`src/rtl/epp_bram_port_pkg.sv`:
```
// Shared constants for the EPP host port and the BRAM controller.
package epp_bram_port_pkg;

  // EPP register map (low 2 bits of the EPP address register)
  localparam logic [1:0] REG_PTRL = 2'd0;
  localparam logic [1:0] REG_PTRH = 2'd1;
  localparam logic [1:0] REG_DATA = 2'd2;
  localparam logic [1:0] REG_STAT = 2'd3;

  // Status register bit positions
  localparam int unsigned STAT_BUSY = 0;
  localparam int unsigned STAT_DROP = 1;

  // Command byte offsets in the BRAM, shared with the controller
  localparam int unsigned CMD_CTRL  = 0;
  localparam int unsigned CMD_CNFGL = 1;
  localparam int unsigned CMD_CNFGH = 2;

  typedef enum logic [2:0] {
    IDLE,
    A_WR,
    A_RD,
    D_WR,
    D_RD0,
    D_RD1,
    ACK
  } eppState_e;

endpackage

```
`src/rtl/epp_bram_port_if.sv`:
```
// EPP pad bus plus BRAM port A, as seen by the EPP responder.
interface epp_bram_port_if #(parameter int ADDR_W = 12);
  logic              astb;
  logic              dstb;
  logic              pwr;
  logic [7:0]        pdbIn;
  logic [7:0]        pdbOut;
  logic              pdbOe;
  logic              pwait;
  logic [ADDR_W-1:0] bramAddrA;
  logic [7:0]        bramDinA;
  logic [7:0]        bramDoutA;
  logic              bramEnA;
  logic              bramWeA;

  modport slave (
    input  astb, dstb, pwr, pdbIn, bramDoutA,
    output pdbOut, pdbOe, pwait, bramAddrA, bramDinA, bramEnA, bramWeA
  );

  modport master (
    output astb, dstb, pwr, pdbIn, bramDoutA,
    input  pdbOut, pdbOe, pwait, bramAddrA, bramDinA, bramEnA, bramWeA
  );
endinterface

```
`src/rtl/epp_bram_port_sync.sv`:
```
// Multi-stage synchronizer for the asynchronous EPP strobes and direction.
module epp_sync #(
  parameter int SYNC_STAGES = 2
) (
  input  logic clk,
  input  logic rst,
  input  logic astb,
  input  logic dstb,
  input  logic pwr,
  output logic astbS,
  output logic dstbS,
  output logic pwrS
);

  logic [SYNC_STAGES-1:0] aSh, dSh, pSh;

  // Strobes reset to "asserted" so a host cycle in flight at reset cannot arm the FSM
  always_ff @(posedge clk) begin
    if (rst) begin
      aSh <= '0;
      dSh <= '0;
      pSh <= '0;
    end else begin
      aSh[0] <= astb;
      dSh[0] <= dstb;
      pSh[0] <= pwr;
      for (int unsigned i = 1; i < SYNC_STAGES; i++) begin
        aSh[i] <= aSh[i-1];
        dSh[i] <= dSh[i-1];
        pSh[i] <= pSh[i-1];
      end
    end
  end

  assign astbS = aSh[SYNC_STAGES-1];
  assign dstbS = dSh[SYNC_STAGES-1];
  assign pwrS  = pSh[SYNC_STAGES-1];

endmodule

```
`src/rtl/epp_bram_port.sv`:
```
// EPP responder: host access to the command/sample BRAM through port A.
module epp_bram_port
  import epp_bram_port_pkg::*;
#(
  parameter int ADDR_W      = 12,
  parameter int SYNC_STAGES = 2,
  parameter int STB_HOLD    = 2
) (
  input  logic                  clk,
  input  logic                  rst,
  epp_bram_port_if.slave        bus,
  input  logic                  busy,
  output logic                  dataStb
);

  localparam int CNT_W = (STB_HOLD < 2) ? 1 : $clog2(STB_HOLD + 1);

  logic              astbS, dstbS, pwrS;
  eppState_e         state, nextState;
  logic              armed, cycData, dropped, stbPrev;
  logic [7:0]        addrReg, regData, pdbOutQ;
  logic              pdbOeQ;
  logic [ADDR_W-1:0] ptr;
  logic [CNT_W-1:0]  stbCnt;
  logic              isDataReg, strobeHigh;
  logic              pwaitC, enC, weC;
  logic [7:0]        dinC;

  epp_sync #(.SYNC_STAGES(SYNC_STAGES)) uSync (
    .clk  (clk),
    .rst  (rst),
    .astb (bus.astb),
    .dstb (bus.dstb),
    .pwr  (bus.pwr),
    .astbS(astbS),
    .dstbS(dstbS),
    .pwrS (pwrS)
  );

  assign isDataReg  = (addrReg[1:0] == REG_DATA);
  assign strobeHigh = cycData ? dstbS : astbS;
  assign dataStb    = (stbCnt != '0);

  assign bus.pdbOut    = pdbOutQ;
  assign bus.pdbOe     = pdbOeQ;
  assign bus.pwait     = pwaitC;
  assign bus.bramAddrA = ptr;
  assign bus.bramDinA  = dinC;
  assign bus.bramEnA   = enC;
  assign bus.bramWeA   = weC;

  // Register-map read value for the non-data registers
  always_comb begin
    regData = '0;
    case (addrReg[1:0])
      REG_PTRL: regData = ptr[7:0];
      REG_PTRH: regData = 8'(ptr[ADDR_W-1:8]);
      REG_STAT: begin
        regData[STAT_DROP] = dropped;
        regData[STAT_BUSY] = busy;
      end
      default:  regData = '0;
    endcase
  end

  // FSM state register
  always_ff @(posedge clk) begin
    if (rst) state <= IDLE;
    else     state <= nextState;
  end

  // Next state and decoded BRAM/handshake outputs
  always_comb begin
    nextState = state;
    pwaitC    = 1'b0;
    enC       = 1'b0;
    weC       = 1'b0;
    dinC      = '0;
    case (state)
      IDLE: begin
        if (armed) begin
          if (!astbS && dstbS)      nextState = pwrS ? A_RD : A_WR;
          else if (!dstbS && astbS) nextState = pwrS ? D_RD0 : D_WR;
        end
      end
      A_WR, A_RD: nextState = ACK;
      D_WR: begin
        if (isDataReg && !busy) begin
          enC  = 1'b1;
          weC  = 1'b1;
          dinC = bus.pdbIn;
        end
        nextState = ACK;
      end
      D_RD0: begin
        if (isDataReg) begin
          enC       = 1'b1;
          nextState = D_RD1;
        end else begin
          nextState = ACK;
        end
      end
      D_RD1: nextState = ACK;
      ACK: begin
        pwait_blk: begin
          pwaitC = 1'b1;
          // Hold off release until the consumer has seen dataStb fall
          if (strobeHigh && !dataStb && !stbPrev) nextState = IDLE;
        end
      end
      default: nextState = IDLE;
    endcase
  end

  // Datapath: pointer, address/status registers, read bus and dataStb timer
  always_ff @(posedge clk) begin
    if (rst) begin
      armed   <= 1'b0;
      cycData <= 1'b0;
      dropped <= 1'b0;
      stbPrev <= 1'b0;
      addrReg <= '0;
      pdbOutQ <= '0;
      pdbOeQ  <= 1'b0;
      ptr     <= '0;
      stbCnt  <= '0;
    end else begin
      stbPrev <= dataStb;
      if (stbCnt != '0) stbCnt <= stbCnt - CNT_W'(1);
      if (astbS && dstbS) armed <= 1'b1;
      case (state)
        IDLE:  cycData <= !dstbS;
        A_WR:  addrReg <= bus.pdbIn;
        A_RD: begin
          pdbOutQ <= addrReg;
          pdbOeQ  <= 1'b1;
        end
        D_WR: begin
          case (addrReg[1:0])
            REG_PTRL: ptr[7:0] <= bus.pdbIn;
            REG_PTRH: ptr[ADDR_W-1:8] <= bus.pdbIn[ADDR_W-9:0];
            REG_DATA: begin
              if (busy) begin
                dropped <= 1'b1;
              end else begin
                ptr    <= ptr + ADDR_W'(1);
                stbCnt <= CNT_W'(STB_HOLD);
              end
            end
            default:  dropped <= 1'b0;
          endcase
        end
        D_RD0: begin
          if (!isDataReg) begin
            pdbOutQ <= regData;
            pdbOeQ  <= 1'b1;
          end
        end
        D_RD1: begin
          pdbOutQ <= bus.bramDoutA;
          pdbOeQ  <= 1'b1;
          ptr     <= ptr + ADDR_W'(1);
        end
        ACK: if (nextState == IDLE) pdbOeQ <= 1'b0;
        default: ;
      endcase
    end
  end

endmodule

```
`src/flat_wrapper.sv`:
```
// flat-port wrapper written by rule: the top's interface ports become plain ports
module epp_bram_port_flat import epp_bram_port_pkg::*;
#(
  parameter int ADDR_W      = 12,
  parameter int SYNC_STAGES = 2,
  parameter int STB_HOLD    = 2
)
  (clk, rst, busy, dataStb, bus_astb, bus_dstb, bus_pwr, bus_pdbIn, bus_bramDoutA, bus_pdbOut, bus_pdbOe, bus_pwait, bus_bramAddrA, bus_bramDinA, bus_bramEnA, bus_bramWeA);
  epp_bram_port_if #(.ADDR_W(ADDR_W)) bus_i ();
  input  logic clk;
  input  logic rst;
  input  logic busy;
  output logic dataStb;
  input wire logic [$bits(bus_i.astb)-1:0] bus_astb;
  input wire logic [$bits(bus_i.dstb)-1:0] bus_dstb;
  input wire logic [$bits(bus_i.pwr)-1:0] bus_pwr;
  input wire logic [$bits(bus_i.pdbIn)-1:0] bus_pdbIn;
  input wire logic [$bits(bus_i.bramDoutA)-1:0] bus_bramDoutA;
  output wire logic [$bits(bus_i.pdbOut)-1:0] bus_pdbOut;
  output wire logic [$bits(bus_i.pdbOe)-1:0] bus_pdbOe;
  output wire logic [$bits(bus_i.pwait)-1:0] bus_pwait;
  output wire logic [$bits(bus_i.bramAddrA)-1:0] bus_bramAddrA;
  output wire logic [$bits(bus_i.bramDinA)-1:0] bus_bramDinA;
  output wire logic [$bits(bus_i.bramEnA)-1:0] bus_bramEnA;
  output wire logic [$bits(bus_i.bramWeA)-1:0] bus_bramWeA;
  assign bus_i.astb = bus_astb;
  assign bus_i.dstb = bus_dstb;
  assign bus_i.pwr = bus_pwr;
  assign bus_i.pdbIn = bus_pdbIn;
  assign bus_i.bramDoutA = bus_bramDoutA;
  assign bus_pdbOut = bus_i.pdbOut;
  assign bus_pdbOe = bus_i.pdbOe;
  assign bus_pwait = bus_i.pwait;
  assign bus_bramAddrA = bus_i.bramAddrA;
  assign bus_bramDinA = bus_i.bramDinA;
  assign bus_bramEnA = bus_i.bramEnA;
  assign bus_bramWeA = bus_i.bramWeA;
  epp_bram_port #(.ADDR_W(ADDR_W), .SYNC_STAGES(SYNC_STAGES), .STB_HOLD(STB_HOLD)) u_core (.clk(clk), .rst(rst), .bus(bus_i), .busy(busy), .dataStb(dataStb));
endmodule
```
`config.mk`:
```
export PLATFORM = sky130hd
export DESIGN_NAME = epp_bram_port_flat
export DESIGN_NICKNAME = d
export VERILOG_FILES = /design/src/rtl/epp_bram_port_pkg.sv /design/src/rtl/epp_bram_port_if.sv /design/src/rtl/epp_bram_port_sync.sv /design/src/rtl/epp_bram_port.sv /design/src/flat_wrapper.sv
export SDC_FILE = /design/constraint.sdc
export NUM_CORES = 1
export LEC_CHECK = 0
export BUFFER_PORTS_ARGS = -buffer_cell sky130_fd_sc_hd__buf_4
export CAP_MARGIN = 20
export CORE_MARGIN = 2
export CORE_UTILIZATION = 25
export CTS_CLUSTER_DIAMETER = 200
export CTS_CLUSTER_SIZE = 14
export DETAILED_ROUTE_END_ITERATION = 10
export GPL_ROUTABILITY_DRIVEN = 1
export SLEW_MARGIN = 20
export SYNTH_ARGS = -nofsm -noshare
export SYNTH_HDL_FRONTEND = slang
export SYNTH_HIERARCHICAL = 1
export SYNTH_SLANG_ARGS = --single-unit
```
`constraint.sdc`:
```
create_clock -name clk -period 5.9 [get_ports clk]
set_clock_uncertainty 0.15 [all_clocks]
set_input_delay 1.18 -clock clk [delete_from_list [all_inputs] [get_ports clk]]
set_output_delay 1.18 -clock clk [all_outputs]
set_load 0.05 [all_outputs]
```
==> After elaboration in Yosys (flattened, before gate mapping) <==
Index checks and enable logic that the tools add are counted.
{ "classes": {"eq_ne": 15, "mux": 33, "bitwise": 1, "reduce_logical": 26, "addsub": 2} }
{ "ops": {"columns": ["operator", "count"], "rows": [
  ["two-way mux 8 bit", 3],
  ["case mux 12 bit (2 select lines)", 1],
  ["case mux 8 bit (3 select lines)", 1],
  ["case mux 8 bit (2 select lines)", 1],
  ["two-way mux 3 bit", 5],
  ["adder 12 x 1 -> 12 bit (second input constant)", 1],
  ["two-way mux 12 bit", 1],
  ["two-way mux 2 bit", 6],
  ["case mux 3 bit (4 select lines)", 1],
  ["case mux 6 bit (2 select lines)", 1],
  ["AND reduction 3 bit", 4],
  ["== test 3 bit (second input constant)", 3],
  ["two-way mux 1 bit", 8],
  ["case mux 4 bit (2 select lines)", 1],
  ["== test 3 x 2 -> 1 bit (second input constant)", 2],
  ["logical AND 1 bit", 6],
  ["zero test 3 bit", 2],
  ["case mux 2 bit (3 select lines)", 1],
  ["nonzero test 3 bit", 2],
  ["zero test 1 bit", 5],
  ["== test 2 bit (second input constant)", 2],
  ["!= test 2 bit (second input constant)", 2],
  ["case mux 1 bit (2 select lines)", 2],
  ["nonzero test 2 bit", 2],
  ["13 further kinds", 14]
]} }
{ "totals": {"register_bits": 44, "word_cells": 91, "out_inout_bits": 33, "input_bits": 22} }

==> Longest topological paths before layout <==
Gate-level depths: netlist (run 1).
{ "depth": {"ltp_word": 9, "depth_mapped": 8, "ltp_nobuf": 6} }

==> Hierarchy <==
The synthesis (run 1) kept the hierarchy.
{ "modules_own_cells": {"columns": ["module", "n_inst", "area_each_um2", "cells_each", "seq_area_each_um2"], "rows": [
  ["epp_bram_port", 1, 2245.9, 268, 760.7],
  ["epp_sync", 1, 157.7, 12, 120.1]
]} }

==> Least setup slack after synthesis (run 1) <==
Ideal clock, no wire load.
{ "synth_timing": {"kind": "input -> output", "startpoint": "input port busy", "endpoint": "output port bus_bramDinA[0]", "t_required_ns": 4.570, "path_slack_ns": 2.064, "stages": 3, "n_path_buf": 1, "t_arrival_ns": 2.506, "cell_sequence": "nor3_1 clkbuf_1 and2_1"} }
{ "synth_via": {"elab_chain_cells": 4} }
{ "synth_lines": {"columns": ["item", "line_no", "text"], "rows": [
  ["start, declared", "flat_wrapper.sv:12", "input logic busy;"],
  ["zero test 1 bit", "epp_bram_port.sv:88", "if (isDataReg && !busy) begin"],
  ["logical AND 1 bit", "epp_bram_port.sv:88", null],
  ["two-way mux 8 bit", "epp_bram_port.sv:88", null],
  ["two-way mux 8 bit", "epp_bram_port.sv:79", "case (state)"],
  ["end, declared", "flat_wrapper.sv:23", "output wire logic [$bits(bus_i.bramDinA)-1:0] bus_bramDinA;"]
]} }
No other way between the ends.

==> Worst setup path in the final report (run 1) <==
{ "layout_timing": {"startpoint": "register u_core.addrReg[0]", "endpoint": "output port bus_bramDinA[4]"} }
{ "layout_via": {"elab_chain_cells": 4} }
{ "layout_lines": {"columns": ["item", "line_no", "text"], "rows": [
  ["start, declared", "epp_bram_port.sv:21", "logic [7:0] addrReg, regData, pdbOutQ;"],
  ["start signal, assigned", "epp_bram_port.sv:133", "A_WR: addrReg <= bus.pdbIn;"],
  ["== test 2 bit", "epp_bram_port.sv:40", "assign isDataReg = (addrReg[1:0] == REG_DATA);"],
  ["via u_core.isDataReg", "epp_bram_port.sv:25", "logic isDataReg, strobeHigh;"],
  ["logical AND 1 bit", "epp_bram_port.sv:88", null],
  ["two-way mux 8 bit", "epp_bram_port.sv:88", null],
  ["two-way mux 8 bit", "epp_bram_port.sv:79", null]
]} }
The timed path passes the listed nets, and every way through them passes these cells.

==> impl_results.rst, run 1 <==
.. list-table::
   :header-rows: 1

   * - Metric
     - Value
   * - R2r startpoint
     - u_core/state[2]
   * - Ys async rst share
     - 0
   * - Highest-delay cell along the critical path
     - ha_1
   * - Pwr Density
     - approximately 240 nW/um2
   * - Crit path required time
     - 4.57 ns
   * - First-pass iteration count of the detailed router
     - 4
   * - Cells taking the most area after synthesis
     - dfxtp_1 (37%), a211oi_1 (5.0%), nor2_1 (4.8%)
   * - HPWL Detailed
     - 5260 um
   * - Fin crit share
     - 0.640
   * - Area share of and/or/nand/nor cells after synthesis
     - 0.258
   * - Die Outline Area
     - around 10000 um2
   * - Main synth FF type
     - dfxtp_1
   * - Total gr overflow
     - 0
   * - Count of input and output buffers
     - 54
   * - Total wirelength of the detailed-routed design
     - between 7000 and 8000 um
   * - Final Max Slew Viols
     - 0
   * - Share of total power in sequential cells
     - 0.447
   * - Synthesized-area fraction occupied by xor and xnor cells
     - 0.00364
   * - Setup violations, final
     - 0
   * - Number of cells on the worst reg-to-reg path
     - 4
   * - WP data arrival
     - around 2.5 ns
   * - Final hold violation count
     - 0
   * - Post-synthesis compound-gate area fraction
     - 0.258
   * - Fmax
     - 0.265 GHz
   * - Growth of design area from synthesis to finish
     - 26.4%
   * - Combined global-route utilization of all metal layers
     - 0.141
   * - # DRC
     - 0
   * - FF-to-FF End
     - u_core/bus.pdbOut[0]
   * - Top-area cell type share of the netlist area
     - 0.366
   * - Ordered cell list for the critical path
     - inv_1 > ha_1 > inv_1 > nor3_1 > buf_4 > and2_1 > buf_4
   * - Clock Tree Buf Depth
     - 2
   * - Global-route wire length before repair
     - between 10000 and 15000 um
   * - Total chip power
     - ~730 uW
   * - Transition time at the pin with the least slew margin
     - about 0.97 ns
   * - Sequential cell area
     - slightly below 900 um2
   * - Initial antenna violation count
     - 0
   * - Number of cells in the finished layout apart from fillers
     - 455
   * - Wire length per cell
     - about 16 um
   * - Class of the most critical setup path
     - register to output port
   * - Count of nets after finishing
     - around 350
   * - Clock Sink Count
     - 44
   * - Adder-cell share of the synthesized area
     - 0.0260
   * - Hold crit path type
     - register to register
   * - Quantity of hold-fixing buffers added after cts
     - 0
   * - EDFF count, synth
     - 0
   * - Delay contributed by the slowest stage of the critical path
     - around 0.53 ns
   * - Cts bufs inserted
     - 5
   * - Destination of the worst hold path
     - u_core/uSync/aSh[1]
   * - Proportion of synthesized area in mux cells
     - 0.0416
   * - Chip Width
     - 102 um
   * - Post-CTS setup buffers
     - 0
   * - Start point of the worst min-delay path
     - u_core/uSync/aSh[0]
   * - Cell count after synthesis
     - 280
   * - Final Critical Period
     - 3.78 ns
   * - Routability-driven placement congestion ratio
     - ~0.9
   * - Via count of the first global-routing pass
     - 2132
   * - Nature of the critical path endpoint
     - output port
   * - Crit path max fanout
     - 14
   * - Effective utilization at floorplan
     - 0.259
   * - Starting DRC count in detailed routing
     - 209
   * - Outcome
     - finished clean
   * - Antenna Diode Count
     - 0
   * - Number of primary I/O pins
     - between 50 and 60
   * - Switching power
     - between 200 and 250 uW
   * - Syn Nets
     - approximately 310
   * - Post-synthesis area per instance
     - about 8.6 um2
   * - Library cell occupying the most area in the post-synthesis netlist
     - dfxtp_1
   * - Share of total power consumed by net switching
     - 0.278
   * - Hold-critical path depth
     - 1
   * - Setup tns final
     - 0 ns
   * - Total of cells resized after clock tree synthesis
     - 0
   * - Clock slew at the register clock pins of the worst setup and hold paths
     - 0.08 ns
   * - Largest family of logic cells by synthesized area
     - simple AND/OR/NAND/NOR gates
   * - Maximum number of pins on one net before global-route repair
     - between 40 and 50
   * - Leak pwr
     - around 0.0012 uW
   * - Startpoint Class
     - register
   * - Footprint of the multi-input gates
     - between 1000 and 1500 um2
   * - TritonCTS clock tree
     - done
   * - Placed insts
     - 448
   * - Post-detailed-route via-to-cell ratio
     - around 5
   * - Number of library cell types mapped by synthesis
     - 59
   * - Overall via count from detail_route
     - between 2000 and 2500
   * - Number of nets with antenna violations after routing
     - 0
   * - Std-Cell Rows
     - 35
   * - Internal Power
     - around 520 uW
   * - Clock insertion delay at the later pin of the skew report
     - 0.30 ns
   * - R2r setup slk
     - around 3.3 ns
   * - Worst vdd ir
     - between 0.1 and 0.15 mV
   * - Total core area
     - 9280 um2
   * - Reported max-cap violation count
     - 0
   * - Root buffer cell
     - clkbuf_8
   * - Fill count
     - around 1000
   * - Post-synthesis sequential area ratio
     - 0.366
   * - Flip-flop and latch count after synthesis
     - 44
   * - Syn. warnings
     - 6
   * - Share of layout cells above drive strength 1
     - 0.230
   * - Gate power share
     - 0.177
   * - Setup repair after global routing missed its margin
     - no
   * - Share of power burned in the clock network
     - 0.375
   * - Number of H-tree branching levels
     - 2
   * - Max-slew headroom
     - 0.354
   * - Die Height
     - 102 um
   * - Total standard cell area after synthesis
     - between 2000 and 2500 um2
==> power groups by stage <==
stage	logic, uW	clock network, uW	registers [uW]
global placement	128	0	331
finish	129	272	325
CTS	129	278	324
floorplan	57.4	0	359
global route	137	288	327
detailed placement	129	0	331
==> critical path: cells and delay by family (launching register included) <==
kind | cells | cell delay [ns]
flip-flops | 1 | 0.34
AND/OR/NAND/NOR | 2 | 0.41
adder cells (fa/ha/maj) | 1 | 0.53
buffers and inverters | 4 | 0.87
==> sequential cells by signal, indices dropped and copies added (netlist names) <==
register,cells
u_core/state,3
u_core/uSync/aSh,2
u_core/cycData,1
u_core/bus.pdbOut,8
u_core/addrReg,8
u_core/bus.bramAddrA,12
u_core/dropped,1
u_core/uSync/dSh,2
u_core/stbPrev,1
u_core/bus.pdbOe,1
u_core/armed,1
u_core/uSync/pSh,2
u_core/stbCnt,2
==> through the flow <==
stage	utilization	setup WS [ns]	area, um2	hold WS [ns]
floorplan	-	2.06	2400	0.264
global placement	0.313	2.56	2910	0.269
detailed placement	0.313	2.50	2910	0.274
CTS	0.327	2.16	3040	0.295
global route	0.327	1.99	3040	0.309
finish	0.327	2.12	3040	0.291
==> cells in the final DEF, fill, tap and decap left out, types with 2 or more instances in the layout <==
| cell type | n |
|---|---|
| o221ai_1 | 2 |
| inv_1 | 10 |
| and2_1 | 12 |
| o21ai_0 | 2 |
| a221oi_1 | 6 |
| and3_1 | 8 |
| a311oi_1 | 2 |
| nand2b_1 | 3 |
| nor2_1 | 31 |
| buf_4 | 56 |
| a21oi_1 | 13 |
| ha_1 | 5 |
| o31a_1 | 3 |
| nand3b_1 | 2 |
| mux2i_1 | 10 |
| a222oi_1 | 2 |
| nor2b_1 | 12 |
| a31oi_1 | 5 |
| clkbuf_8 | 5 |
| o211a_1 | 3 |
| a211oi_1 | 16 |
| o32ai_1 | 7 |
| nand3_1 | 8 |
| nor3_1 | 9 |
| or3_1 | 3 |
| nand2_1 | 13 |
| nand4_1 | 2 |
| dfxtp_1 | 44 |
| bufinv_16 | 2 |
==> cell usage after synthesis, types with 8 or more instances <==
cell and number:
mux2i_1 10, a211oi_1 16, a21oi_1 13, dfxtp_1 44, clkbuf_1 10, nand3_1 8
and2_1 12, inv_1 10, and3_1 8, nor2_1 31, nand2_1 13, nor3_1 9
nor2b_1 12
==> kinds of logic after synthesis <==
kind of cell    after synthesis
fa+ha+maj                     5
compound gates               78
flops                        44
simple gates                115
xor+xnor                      1
mux                          10
buf+inv                      27
==> worst max path at each step <==
stage	startpoint	to	slack, ns	depth (start not counted)
2_1_floorplan	busy	bus_bramDinA[0]	2.06	3
3_3_place_gp	busy	bus_bramDinA[0]	2.56	5
3_5_place_dp	u_core/addrReg[0]	bus_bramDinA[4]	2.50	7
4_1_cts	u_core/addrReg[0]	bus_bramDinA[4]	2.16	7
5_1_grt	u_core/addrReg[0]	bus_bramDinA[6]	1.99	7
6_report	u_core/addrReg[0]	bus_bramDinA[4]	2.12	7
==> metal layers <==
layer,part of all wire,vias to the layer above,track usage
met5,0,-,0
li1,-,1148,-
met2,0.46,87,0.224
met1,0.46,1097,0.199
met4,0.0054,0,0.0287
met3,0.071,5,0.0287
==> final cells by class <==
cell class,instances,share of cell area
multi-input combinational,209,0.464
sequential,44,0.290
timing repair buffer,56,0.138
tap,129,0.0531
clock buffer,5,0.0226
clock inverter,2,0.0198
inverter,10,0.0124
Power figures use the tool's default switching activity.
==> run 2: changes to the inputs <==
--- a/config.mk
+++ b/config.mk
@@ -5,6 +5,7 @@
 export SDC_FILE = /design/constraint.sdc
 export NUM_CORES = 1
 export LEC_CHECK = 0
+export ABC_AREA = 1
 export BUFFER_PORTS_ARGS = -buffer_cell sky130_fd_sc_hd__buf_4
 export CAP_MARGIN = 20
 export CORE_MARGIN = 2
==> constraint.sdc (replaced) <==
create_clock -name clk -period 3.09 [get_ports clk]
set_clock_uncertainty 0.15 [all_clocks]
set_input_delay 0.618 -clock clk [delete_from_list [all_inputs] [get_ports clk]]
set_output_delay 0.618 -clock clk [all_outputs]
set_load 0.05 [all_outputs]
==> impl_results.rst, run 2 <==
.. list-table::
   :header-rows: 1

   * - Metric
     - Value
   * - Outcome
     - finished clean
   * - Delay contributed by the slowest stage of the critical path
     - between 0.3 and 0.4 ns
   * - Post-synthesis area per instance
     - 6.43 um2
   * - Top-area cell type share of the netlist area
     - 0.361
   * - Adder-cell share of the synthesized area
     - 0.0257
   * - Crit path required time
     - between 2 and 2.5 ns
   * - EDFF count, synth
     - 0
   * - Wire length per cell
     - around 13 um
   * - Main synth FF type
     - dfxtp_1
   * - Cells taking the most area after synthesis
     - dfxtp_1 (36%), nand2_1 (14%), nor2_1 (10%)
   * - Cell count after synthesis
     - 379
   * - Pwr Density
     - ~580 nW/um2
   * - Start point of the worst min-delay path
     - u_core/uSync/dSh[0]
   * - Ordered cell list for the critical path
     - inv_1 > ha_1 > inv_2 > nor2_1 > buf_4 > inv_1 > nor2_2 > inv_1 > nor2_1 > buf_4
   * - Final Critical Period
     - just under 3 ns
   * - Total wirelength of the detailed-routed design
     - between 7000 and 8000 um
   * - Share of total power consumed by net switching
     - 0.393
   * - First-pass iteration count of the detailed router
     - 6
   * - Reported max-cap violation count
     - 0
   * - HPWL Detailed
     - 5560 um
   * - Combined global-route utilization of all metal layers
     - 0.139
   * - Max reg flops
     - 12
   * - Die Height
     - between 100 and 150 um
   * - Setup repair after global routing missed its margin
     - no
   * - Initial antenna violation count
     - 0
   * - Hold-critical path depth
     - 2
   * - Most frequently used cell type in the post-synthesis netlist
     - nand2_1
   * - Share of total power in sequential cells
     - 0.383
   * - Clock Tree Buf Depth
     - 2
   * - Commonest non-fill, non-tap cells in the layout
     - nand2_1 (92), nor2_1 (68), buf_4 (55)
   * - Syn Nets
     - 406
   * - Syn. warnings
     - 6
   * - Share of power burned in the clock network
     - 0.266
   * - WP data arrival
     - ~2.2 ns
   * - Starting DRC count in detailed routing
     - about 150
   * - Post-detailed-route via-to-cell ratio
     - 4.47
   * - Clock Sink Count
     - 44
   * - Max-slew headroom
     - 0.541
   * - Fin crit share
     - 0.943
   * - Crit path max fanout
     - 6
   * - Startpoint Class
     - register
   * - Global-route wire length before repair
     - roughly 11000 um
   * - Maximum number of pins on one net before global-route repair
     - 24
   * - First element of the critical path
     - u_core/addrReg[0]
   * - Effective utilization at floorplan
     - 0.253
   * - Clock insertion delay at the later pin of the skew report
     - 0.31 ns
   * - Leak pwr
     - approximately 0.0014 uW
   * - Highest-delay cell along the critical path
     - dfxtp_1
   * - Chip Width
     - 103 um
   * - Number of library cell types mapped by synthesis
     - 31
   * - Final Max Slew Viols
     - 0
   * - Number of cells on the worst reg-to-reg path
     - 6
   * - Setup violations, final
     - 0
   * - Growth of design area from synthesis to finish
     - 27.5%
   * - Destination of the worst hold path
     - u_core/uSync/dSh[1]
   * - Clock slew at the register clock pins of the worst setup and hold paths
     - ~0.10 ns
   * - Final hold violation count
     - 0
   * - Routability-driven placement congestion ratio
     - about 0.90
   * - Transition time at the pin with the least slew margin
     - roughly 0.69 ns
   * - Nature of the critical path endpoint
     - output port
   * - Gate power share
     - 0.351
   * - Synthesized-area fraction occupied by xor and xnor cells
     - 0
   * - Flip-flop and latch count after synthesis
     - 44
   * - Total of cells resized after clock tree synthesis
     - 0
   * - Antenna Diode Count
     - 0
   * - Commonest non-fill, non-tap cell in the layout
     - nand2_1
   * - Number of nets with antenna violations after routing
     - 0
   * - Hold crit path type
     - register to register
   * - Worst vdd ir
     - between 0.5 and 0.6 mV
   * - R2r startpoint
     - u_core/state[1]
   * - Post-synthesis sequential area ratio
     - 0.361
   * - Proportion of synthesized area in mux cells
     - 0
   * - Class of the most critical setup path
     - register to output port
   * - Count of input and output buffers
     - 54
   * - Cts bufs inserted
     - 5
   * - Placed insts
     - between 500 and 600
   * - Final worst-path setup slack
     - between 0.15 and 0.2 ns
   * - Post-CTS setup buffers
     - 0
   * - FF-to-FF End
     - u_core/addrReg[0]
   * - Worst path most repeated cell
     - inv_1
   * - Share of layout cells above drive strength 1
     - 0.197
   * - # DRC
     - 0
   * - Root buffer cell
     - clkbuf_8
   * - Fmax
     - ~0.34 GHz
   * - TritonCTS clock tree
     - done
   * - R2r setup slk
     - about 1.1 ns
   * - Largest family of logic cells by synthesized area
     - simple AND/OR/NAND/NOR gates
   * - Top cells by count, synth
     - nand2_1 (92), nor2_1 (68), inv_1 (47)
   * - Total standard cell area after synthesis
     - around 2400 um2
   * - Count of nets after finishing
     - around 460
   * - Overall via count from detail_route
     - approximately 2500
   * - Internal Power
     - between 1000 and 1500 uW
   * - Quantity of hold-fixing buffers added after cts
     - 0
   * - Total core area
     - about 9600 um2
   * - Number of cells in the finished layout apart from fillers
     - approximately 570
   * - Total gr overflow
     - 0
   * - Area share of and/or/nand/nor cells after synthesis
     - 0.388
   * - Post-placement worst setup slack
     - approximately 0.55 ns
   * - Std-Cell Rows
     - 36
   * - Number of H-tree branching levels
     - 2
   * - Ys async rst share
     - 0
   * - Post-synthesis compound-gate area fraction
     - 0.129
   * - Die Outline Area
     - 10600 um2
   * - Via count of the first global-routing pass
     - approximately 2300
   * - Number of primary I/O pins
     - 55
   * - Switching power
     - between 700 and 800 uW
   * - Library cell occupying the most area in the post-synthesis netlist
     - dfxtp_1
-- run 2: changes by cell type after synthesis, moves of 16 or more --
cell,change
nand2_1,+79
inv_1,+37
nor2_1,+37
o21ai_0,+22
nand3_1,+19
a211oi_1,-16
-- run 2: per-stage QoR --
stage          TNS, ns  hold slack (ns)   util  area (um2)  total power [uW]
5_1_grt              0            0.278  0.322        3110              1930
6_report             0            0.259  0.322        3110              1810
4_1_cts              0            0.261  0.322        3110              1840
3_5_place_dp         0            0.246  0.310        2990              1350
2_1_floorplan   -0.346            0.238      -        2440              1160
3_3_place_gp         0            0.240  0.310        2990              1340
-- run 2: how the worst max path moves through the flow --
stage	end	slack, ns
5_1_grt	bus_bramDinA[3]	0.02
3_5_place_dp	bus_bramDinA[3]	0.55
2_1_floorplan	bus_bramDinA[2]	-0.09
6_report	bus_bramDinA[3]	0.18
3_3_place_gp	bus_bramDinA[3]	0.59
4_1_cts	bus_bramDinA[3]	0.19
-- run 2: cell families after synthesis --
logic type | Yosys count
fa+ha+maj | 5
buf+inv | 59
compound gates | 59
flops | 44
simple gates | 212
-- run 2: power by group through the flow --
stage               registers [uW]  clock network [uW]  logic (uW)
floorplan                      921                   0         239
global placement               709                   0         633
detailed placement             710                   0         638
CTS                            697                 501         641
global route                   706                 522         698
finish                         695                 482         636
-- run 2: layout make-up --
type / count / area (um2)
Clock buffer: 6 / 82.6
Clock inverter: 2 / 38.8
Fill cell: 1106 / 6530
Inverter: 53 / 204
Multi-Input combinational cell: 276 / 1320
Sequential cell: 44 / 881
Tap cell: 133 / 166
Timing Repair Buffer: 55 / 413
-- run 2: routing by layer --
metal	track usage	wire length (um)	vias up	part of all wire
met4	0.0263	57	0	0.0079
met2	0.230	3360	74	0.47
li1	-	-	1317	-
met1	0.185	3340	1151	0.46
met5	0	0	-	0
met3	0.0339	433	4	0.060
-- run 2: worst max-delay path, delay by kind of cell, from the launching register on --
family / cells / cell delay, ns
AND/OR/NAND/NOR: 3 / 0.43
adder cells (fa/ha/maj): 1 / 0.29
flip-flops: 1 / 0.35
buffers and inverters: 6 / 0.79
==> run 3: changes to the inputs <==
--- a/config.mk
+++ b/config.mk
@@ -8,12 +8,12 @@
 export ABC_AREA = 1
 export BUFFER_PORTS_ARGS = -buffer_cell sky130_fd_sc_hd__buf_4
 export CAP_MARGIN = 20
-export CORE_MARGIN = 2
 export CORE_UTILIZATION = 25
 export CTS_CLUSTER_DIAMETER = 200
 export CTS_CLUSTER_SIZE = 14
 export DETAILED_ROUTE_END_ITERATION = 10
 export GPL_ROUTABILITY_DRIVEN = 1
+export REMOVE_ABC_BUFFERS = 1
 export SLEW_MARGIN = 20
 export SYNTH_ARGS = -nofsm -noshare
 export SYNTH_HDL_FRONTEND = slang
==> impl_results.rst, run 3 (synthesized netlist as in run 2, its figures left out) <==
.. list-table::
   :header-rows: 1

   * - Metric
     - Value
   * - R2r startpoint
     - u_core/state[1]
   * - Startpoint Class
     - register
   * - Die Outline Area
     - a little over 10000 um2
   * - R2r setup slk
     - approximately 1.1 ns
   * - Global-route wire length before repair
     - 11300 um
   * - Worst vdd ir
     - 0.312 mV
   * - Wire length per cell
     - 12.3 um
   * - Number of primary I/O pins
     - 55
   * - HPWL Detailed
     - 5420 um
   * - Starting DRC count in detailed routing
     - roughly 130
   * - Maximum number of pins on one net before global-route repair
     - 24
   * - Max reg flops
     - 12
   * - Cts bufs inserted
     - 5
   * - Effective utilization at floorplan
     - 0.261
   * - Clock slew at the register clock pins of the worst setup and hold paths
     - ~0.09 ns
   * - Post-placement worst setup slack
     - around 0.46 ns
   * - Crit path required time
     - ~2.3 ns
   * - Pwr Density
     - between 500 and 600 nW/um2
   * - Placed insts
     - 556
   * - Total core area
     - just over 9000 um2
   * - Share of layout cells above drive strength 1
     - 0.198
   * - First-pass iteration count of the detailed router
     - 4
   * - Growth of design area from synthesis to finish
     - 26.8%
   * - Clock Sink Count
     - 44
   * - Total gr overflow
     - 0
   * - First element of the critical path
     - u_core/addrReg[0]
   * - Clock insertion delay at the later pin of the skew report
     - around 0.30 ns
   * - Final hold violation count
     - 0
   * - Post-detailed-route via-to-cell ratio
     - 4.40
   * - Final Critical Period
     - approximately 2.9 ns
   * - Class of the most critical setup path
     - register to output port
   * - Routability-driven placement congestion ratio
     - 0.840
   * - Nature of the critical path endpoint
     - output port
   * - Std-Cell Rows
     - 35
   * - Hold crit path type
     - register to register
   * - Fin crit share
     - 0.938
   * - Combined global-route utilization of all metal layers
     - 0.143
   * - Root buffer cell
     - clkbuf_8
   * - TritonCTS clock tree
     - done
   * - Total wirelength of the detailed-routed design
     - roughly 7000 um
   * - Leak pwr
     - 0.00137 uW
   * - Number of cells on the worst reg-to-reg path
     - 6
   * - Final worst-path setup slack
     - about 0.19 ns
   * - # DRC
     - 0
   * - Commonest non-fill, non-tap cell in the layout
     - nand2_1
   * - Die Height
     - just over 100 um
   * - Total chip power
     - 1790 uW
   * - WP data arrival
     - 2.13 ns
   * - Antenna Diode Count
     - 0
   * - FF-to-FF End
     - u_core/addrReg[1]
   * - Number of nets with antenna violations after routing
     - 0
   * - Critical path capture point
     - bus_bramDinA[3]
   * - Count of input and output buffers
     - 54
   * - Reported max-cap violation count
     - 0
   * - Fmax
     - 0.345 GHz
   * - Number of cells in the finished layout apart from fillers
     - between 500 and 600
   * - Chip Width
     - 101 um
   * - Setup repair after global routing missed its margin
     - no
   * - Clock Tree Buf Depth
     - 2
   * - Count of nets after finishing
     - 461
   * - Setup violations, final
     - 0
   * - Initial antenna violation count
     - 0
   * - Post-CTS setup buffers
     - 0
   * - DP Area
     - between 2000 and 3000 um2
   * - Transition time at the pin with the least slew margin
     - about 0.7 ns
   * - Crit path max fanout
     - 6
   * - Outcome
     - finished clean
   * - Post-route design area
     - slightly above 3000 um2
   * - Number of H-tree branching levels
     - 2
   * - Max-slew headroom
     - 0.530
   * - Final Max Slew Viols
     - 0
   * - Commonest non-fill, non-tap cells in the layout
     - nand2_1 (92), nor2_1 (67), buf_4 (54)
   * - Via count of the first global-routing pass
     - 2379
   * - Overall via count from detail_route
     - between 2000 and 2500
[run 3: timing repair]
item                                    CTS  global route
resized for setup                         0             1
endpoints found under the hold margin     0             0
endpoints found under the setup margin    0             5
hold buffers                              0             0
[run 3: worst min path at each step]
stage,slack [ns],end,cells past startpoint,startpoint
after floorplan,0.24,u_core/uSync/aSh[1],2,u_core/uSync/aSh[0]
after global placement,0.24,u_core/uSync/aSh[1],2,u_core/uSync/aSh[0]
after detailed placement,0.25,u_core/uSync/dSh[1],2,u_core/uSync/dSh[0]
after CTS,0.26,u_core/uSync/dSh[1],2,u_core/uSync/dSh[0]
after global routing,0.28,u_core/uSync/aSh[1],2,u_core/uSync/aSh[0]
final,0.26,u_core/uSync/aSh[1],2,u_core/uSync/aSh[0]
[run 3: per-layer routing]
layer | share of wire | GRT usage
met1 | 0.47 | 0.184
met5 | 0 | 0
met4 | 0.0042 | 0.0301
met2 | 0.48 | 0.251
met3 | 0.046 | 0.0229
[run 3: metrics by stage]
stage | setup TNS (ns) | util | hold slack [ns]
6_report | 0 | 0.331 | 0.258
2_1_floorplan | -0.346 | - | 0.238
5_1_grt | 0 | 0.331 | 0.284
3_3_place_gp | 0 | 0.319 | 0.241
4_1_cts | 0 | 0.331 | 0.260
3_5_place_dp | 0 | 0.319 | 0.246
[run 3: final cells by class]
class / instances / area (um2)
clock buffers: 5 / 68.8
multi-input cells: 276 / 1320
inverters: 53 / 204
well taps: 129 / 161
flip-flops and latches: 44 / 881
fillers: 1024 / 6240
clock inverters: 3 / 46.3
repair buffers: 54 / 405
[run 3: where the power goes]
part	internal, uW	switching, uW	leakage [uW]	total [uW]
Clock	244	211	0.0000548	455
Combinational	189	446	0.000957	635
Sequential	646	49.0	0.000357	696
[run 3: critical path, cell delays in order, from the launching register on]
cell and delay [ns]:
dfxtp_1 0.35, inv_1 0.10, ha_1 0.29, inv_2 0.10, nor2_2 0.22, inv_1 0.10, nor2_2 0.17, inv_1 0.16
nor2_1 0.12, buf_4 0.20
